==> src/rtl/if_stage_fetch.sv <==
`default_nettype none
// ============================================================================
// Module      : if_stage_fetch
// Description : Instruction-fetch stage of the 5-stage MIPS pipeline. Owns
//               the program counter, drives the instruction-memory address,
//               and captures the fetched word into the IF/ID register.
//               Honours hazard stalls, branch/jump redirects and flushes.
// Revision    : 1.0 - initial release
// ============================================================================
module if_stage_fetch #(
    parameter int unsigned RESET_ALIGN = 1,
    parameter logic [31:0] NOP_WORD    = 32'h0000_0000
) (
    input  logic        clk,
    input  logic        reset,
    input  logic [31:0] pc_init,
    input  logic        stall,
    input  logic        flush,
    input  logic        redirect,
    input  logic [31:0] redirect_pc,
    output logic [31:0] imem_addr,
    input  logic [31:0] imem_rdata,
    output logic [31:0] program_counter,
    output logic [31:0] if_id_instr,
    output logic [31:0] if_id_pc4,
    output logic        if_id_valid,
    output logic        misalign_err,
    output logic [31:0] fetch_count
);

    localparam logic [31:0] c_PC_STEP = 32'd4;

    logic [31:0] r_pc;
    logic [31:0] r_instr;
    logic [31:0] r_pc4;
    logic        r_valid;
    logic        r_misalign;
    logic [31:0] r_count;

    logic [31:0] w_pc_init_al;
    logic [31:0] w_redirect_al;
    logic [31:0] w_pc_plus4;
    logic        w_squash;
    logic        w_load;
    logic        w_unaligned;

    // Alignment of externally supplied addresses, PC increment and IF/ID control decode
    always_comb begin
        w_pc_init_al  = pc_init;
        w_redirect_al = redirect_pc;
        if (RESET_ALIGN != 0) begin
            w_pc_init_al  = {pc_init[31:2], 2'b00};
            w_redirect_al = {redirect_pc[31:2], 2'b00};
        end
        // Plain 32-bit add: wrap from 32'hFFFFFFFC to 0 is intended, not an error
        w_pc_plus4  = r_pc + c_PC_STEP;
        // A redirect means the word currently on imem_rdata is wrong-path
        w_squash    = flush | redirect;
        w_load      = ~w_squash & ~stall;
        // Misalignment is reported from the raw target, independent of RESET_ALIGN
        w_unaligned = redirect & (redirect_pc[1:0] != 2'b00);
    end

    // Program counter: reset > redirect > stall > sequential
    always_ff @(posedge clk) begin
        if (reset) begin
            r_pc <= w_pc_init_al;
        end else if (redirect) begin
            r_pc <= w_redirect_al;
        end else if (!stall) begin
            r_pc <= w_pc_plus4;
        end
    end

    // IF/ID register and fetch counter: reset > flush/redirect > stall > load
    always_ff @(posedge clk) begin
        if (reset) begin
            r_instr <= NOP_WORD;
            r_pc4   <= 32'd0;
            r_valid <= 1'b0;
            r_count <= 32'd0;
        end else if (w_squash) begin
            r_instr <= NOP_WORD;
            r_pc4   <= 32'd0;
            r_valid <= 1'b0;
        end else if (w_load) begin
            r_instr <= imem_rdata;
            r_pc4   <= w_pc_plus4;
            r_valid <= 1'b1;
            r_count <= r_count + 32'd1;
        end
    end

    // Sticky misaligned-redirect flag, cleared only by reset
    always_ff @(posedge clk) begin
        if (reset) begin
            r_misalign <= 1'b0;
        end else if (w_unaligned) begin
            r_misalign <= 1'b1;
        end
    end

    assign imem_addr       = r_pc;
    assign program_counter = r_pc;
    assign if_id_instr     = r_instr;
    assign if_id_pc4       = r_pc4;
    assign if_id_valid     = r_valid;
    assign misalign_err    = r_misalign;
    assign fetch_count     = r_count;

endmodule
`default_nettype wire
==> config.mk <==
export PLATFORM = sky130hd
export DESIGN_NAME = if_stage_fetch
export DESIGN_NICKNAME = d
export VERILOG_FILES = /design/src/rtl/if_stage_fetch.sv
export SDC_FILE = /design/constraint.sdc
export NUM_CORES = 1
export LEC_CHECK = 0
export ABC_AREA = 1
export CAP_MARGIN = 10
export CORE_ASPECT_RATIO = 1.25
export CORE_MARGIN = 2
export CORE_UTILIZATION = 45
export DETAILED_ROUTE_END_ITERATION = 6
export GPL_TIMING_DRIVEN = 0
export PLACE_DENSITY = 0.89
export SLEW_MARGIN = 20
export SYNTH_ARGS = -nofsm -noshare
export SYNTH_HDL_FRONTEND = slang
export SYNTH_SLANG_ARGS = --single-unit
==> constraint.sdc <==
create_clock -name clk -period 3.2 [get_ports clk]
set_input_delay 0.64 -clock clk [delete_from_list [all_inputs] [get_ports clk]]
set_output_delay 0.64 -clock clk [all_outputs]
set_load 0.03 [all_outputs]
# After elaboration in Yosys (flattened, before gate mapping)
# Index checks and enable logic that the tools add are counted.
# Widths: inputs -> output; s select.
dict set report totals {
  out_inout_bits 162
  regBits 130
  elab_cells 22
  in_bits 101
}
dict set report classes {
  n_eq_ne 1
  n_bitwise 5
  n_addsub 2
  n_reduce_logical 4
  mux 3
}
# cell count
set op_table {}
lappend op_table {{$mux 32} 3}
lappend op_table {{$add 32x1->32 const B} 1}
lappend op_table {{$add 32x3->32 const B} 1}
lappend op_table {{$reduce_or 2->1} 2}
lappend op_table {{$ne 3x2->1 const B} 1}
lappend op_table {{$and 1x1->1} 2}
lappend op_table {{$not 1->1} 2}
lappend op_table {{$reduce_and 2->1} 1}
lappend op_table {{$reduce_bool 2->1} 1}
lappend op_table {{$or 1x1->1} 1}

# Longest topological paths before layout
dict set report depth {
  word_depth 4
  mapped_depth 10
  mapped_depth_nobuf 10
}

# Least setup slack after synthesis
# OpenSTA, ideal clock, no wires.
dict set report synth_path {
  path_kind {input to register}
  start {in redirect}
  end {reg r_pc[10] (netlist: imem_addr[10]) (enable)}
  setup_time_ps 543
  arrival_time_ps 1906
  slack_ps 751
  stages 4
  required_time_ps 2657
  cell_sequence {buf_6 -> inv_2 -> clkbuf_1 -> nand3_1}
}
dict set report synth_via {
  elab_chain_len 1
}
# element line
set synth_lines {}
lappend synth_lines {{start, declared} 19} ;# input logic redirect,
lappend synth_lines {{$ne 3x2->1 (no source line)} --}
lappend synth_lines {{end signal, assigned} 67} ;# r_pc <= w_pc_init_al;
lappend synth_lines {{end signal, assigned} 69} ;# r_pc <= w_redirect_al;
lappend synth_lines {{end signal, assigned} 71} ;# r_pc <= w_pc_plus4;
lappend synth_lines {{end, declared} 33} ;# logic [31:0] r_pc;
# Every way passes these cells.
# A chain may end at the register's enable or synchronous reset.

# Worst setup path in the final report
dict set report layout_path {
  start {reg r_pc[2] (netlist: imem_addr[2])}
  end {out program_counter[2]}
}
# element line
set layout_lines {}
lappend layout_lines {{end, declared} 23} ;# output logic [31:0] program_counter,
# No word-level cell between the ends.

==> impl_summary.md <==
Outcome
The flow ran to the end, and the final reports show no timing, DRC or antenna violations.

STA
The worst-margin pin slew is roughly 700 ps. Setup repair after global routing left no endpoint under its margin. After routing, the total negative slack on setup checks comes to 0 ps. In this run the tightest slew margin relative to its limit is 0.531. The count of pins over their slew limit is 0.

Based on the critical path, the design can be clocked at up to 407 MHz. The setup clock skew after layout is between 4 and 5 ps. The post-route minimum period is about 2500 ps. Setup violations remaining at the end of the flow were counted as 0. Of the available clock period, the critical path in the final layout requires 0.768.

Across all hold checks on the routed design, the worst slack comes to between 400 and 500 ps. The number of failing hold endpoints at the final stage came to 0.

Layout
The number of nets at the end of the flow is between 1000 and 1500. In the final layout, the share of cells above drive strength 1 is 0.0784. The antenna diode count is 0. The area growth from synthesis to layout is 49.7%.

After the flow finishes, the layout carries non-filler instances totaling roughly 1500.

Synthesis
The largest total area in the synthesized netlist belongs to dfxtp_1. For this run, the register share of the synthesized area comes to 0.417. Of the post-synthesis cell area, the dominant cell type holds 0.284. The count of distinct cell types in the synthesized netlist is 34. For this run, asynchronously set or reset flops after synthesis account for 0. In the synthesized netlist, the cells that appear most often are nor2_1, nand2_1, dfxtp_1. The synthesis-stage register bit count is about 130. Among all flip-flop cells after synthesis, the most frequent one is dfxtp_1. After synthesis, the cell types taking the most area are dfxtp_1, nor2_1, nand2_1.

In this run the cell area of the synthesized design comes to 6770 µm². Dividing the synthesized area by the synthesized cell count gives between 6 and 7 µm². Among all cell types in the netlist, the one instantiated most often is nor2_1. The count of warnings emitted by yosys is 0.

The number of instances in the synthesized netlist is 1000. The count of flip-flops with a built-in enable after synthesis is 30.

Die
The area of the placeable core is 14800 µm². The die is 141 µm tall. The initial utilization of the core area, before any placement, comes to 0.457. The die is about 110 µm wide. The floorplan step defined a die boundary enclosing about 16000 µm². 263 I/O pins were placed.

The floorplan has 50 rows.

Worst setup path
The worst setup path is launched from a flop. The maximum fanout along the worst path is 8. The slowest stage of the critical path belongs to the cell clkdlybuf4s50_1. The cell count of the worst reg-to-reg path is 8. The worst setup path is of the reg2out kind. STA puts the critical path data arrival time at ~1800 ps. For the worst setup path, the data required time is 2560 ps. Together, buffers and inverters on the worst path number 2. The cell family contributing the most delay on the critical path is buffers and inverters. Walking the worst path, the cells encountered are buf_4 -> clkdlybuf4s50_1. The launch point of the worst reg-to-reg path is imem_addr[2]$_DFFE_PP_.

In this run the number of cells on the critical path is 2. The worst register-to-register path ends at imem_addr[18]$_DFFE_PP_. The reg-to-reg setup timing slack is 1050 ps. The biggest cell delay along the critical path is approximately 670 ps. STA classifies the critical path endpoint as an output pin.

Run
The number of violations of the max-capacitance limit is 0.

Drt
After detailed routing, the total wire length is 23900 µm. In the final routed layout, each cell accounts on average for approximately 16 µm. The number of vias per cell after detailed routing is 5.10. The detailed-route via count is between 7000 and 8000. The detailed router finished its first iteration with 503 violations. The DRC violation count after routing is 0. The detail route stage leaves a number of antenna-violating nets equal to 0. The total iterations of the first detailed-routing run is 6.

Hold path
The class of the tightest hold or removal check is reg2reg. The number of cells traversed by the worst hold path is 2. The origin of the worst min-delay path is misalign_err$_SDFFE_PP0P_.

For hold timing, the worst endpoint is misalign_err$_SDFFE_PP0P_.

CTS
The cell sitting at the root of the clock tree is a clkbuf_16. Clock-pin slew was measured on the worst setup and hold paths at 60 ps. Once the clock tree was built, the resizer swapped 0 gates to a different size. Buffers added to address setup during post-CTS repair amount to 0.

The number of H-tree levels is 4. TritonCTS built the clock tree. At the later pin of the worst-skew pair, clock insertion delay measures roughly 420 ps.

The quantity of hold-fixing buffers added after cts is 0. The clock drives around 130 sinks. No sink is reached through more buffers than the 2 on the longest clock path. The number of CTS-inserted buffers is 17.

Global routing
The number of antenna violations at the first check in global routing is 0. The number of global-route vias before repair is 7247. The pin count of the biggest net entering global routing is 28. The first global-routing pass estimated about 36000 µm of wire.

The total overflow left after global routing is 0. The total track usage is 0.296.

Place
The quantity of I/O buffers inserted on ports is between 200 and 300. The post-DP HPWL is between 15000 and 20000 µm. The congestion estimate from routability-driven global placement came to 0.893. Including well taps, the total number of placed cells is roughly 1400.

Pwr
The leakage power is between 4 and 5 nW. The highest ir drop seen on vdd is ~0.36 mV. The power per cell area is about 450 nW/µm².
## how the worst max path moves through the flow
stage / endpoint / slack (ps) / start
floorplan: imem_addr[10]$_DFFE_PP_ / 750 / redirect
global placement: imem_addr[24]$_DFFE_PP_ / -260 / stall
detailed placement: if_id_pc4[24]$_SDFFE_PP0P_ / 560 / stall
CTS: program_counter[2] / 730 / imem_addr[2]$_DFFE_PP_
global route: program_counter[2] / 690 / imem_addr[2]$_DFFE_PP_
finish: program_counter[2] / 740 / imem_addr[2]$_DFFE_PP_
## power breakdown
part	internal [mW]	switching (mW)
sequential	1.70	0.0933
clock	1.19	0.701
combinational	0.412	0.498
## flip-flops by register name (all words and copies together) (netlist names)
signal / count
if_id_pc4: 30
fetch_count: 32
misalign_err: 1
imem_addr: 30
if_id_instr: 32
if_id_valid: 1
## through the flow
step	cell area [µm²]	power, mW	util	setup WS [ps]
global route	10100	4.75	0.684	685
global placement	9540	2.71	0.643	-257
CTS	10100	4.61	0.684	732
detailed placement	9570	2.73	0.645	557
finish	10100	4.60	0.684	741
floorplan	6790	2.30	-	751
## per-layer routing
layer	part of all wire	global-route usage	up-vias
met3	0.095	0.0972	67
met2	0.50	0.526	375
met4	0.044	0.155	0
met1	0.36	0.309	3382
met5	0	0	-
li1	-	-	3679
## placed cells by master (no fill, tap or decap), types with 6 or more instances in the layout
cell	Yosys	final
nand3_1	45	44
nand2_1	242	242
o21ai_0	63	63
edfxtp_1	30	30
nor3_1	8	8
nor2_1	254	254
a21oi_1	35	35
dfxtp_1	96	96
clkbuf_1	28	32
nor2_4	7	7
buf_4	36	36
xnor2_1	7	7
inv_1	72	72
nand4_1	9	9
clkbuf_16	0	18
nand3b_1	12	12
nor2_2	8	8
xor2_1	9	9
clkdlybuf4s50_1	0	252
conb_1	1	6
buf_2	7	7
## worst register-to-register path, cell delays in order, from the launching register on
cell and delay, ps:
edfxtp_1 550, ha_1 260, nand2_1 100, nor2_4 210
nand2_2 160, nor2_2 240, xor2_1 130, o21ai_0 180
nand2_1 70
## area by class of cell
class / count / area (µm²)
tap: 182 / 228
inverter: 76 / 285
buffer: 72 / 422
clock inverter: 5 / 53.8
multi-input combinational: 731 / 3270
sequential: 126 / 2820
clock buffer: 26 / 520
timing repair buffer: 253 / 2540
fill: 1279 / 4690
## cells by family (layout without fill, tap and decap cells)
family          Yosys count  in the layout  synth area share
other cells               1              6          0.000554
simple gates            597            597             0.370
buf+inv                 148            432             0.104
fa+ha+maj                 2              2           0.00369
compound gates          110            110            0.0839
xor+xnor                 16             16            0.0207
flops                   126            126             0.417
No activity file was read; power rests on OpenSTA's default activity.
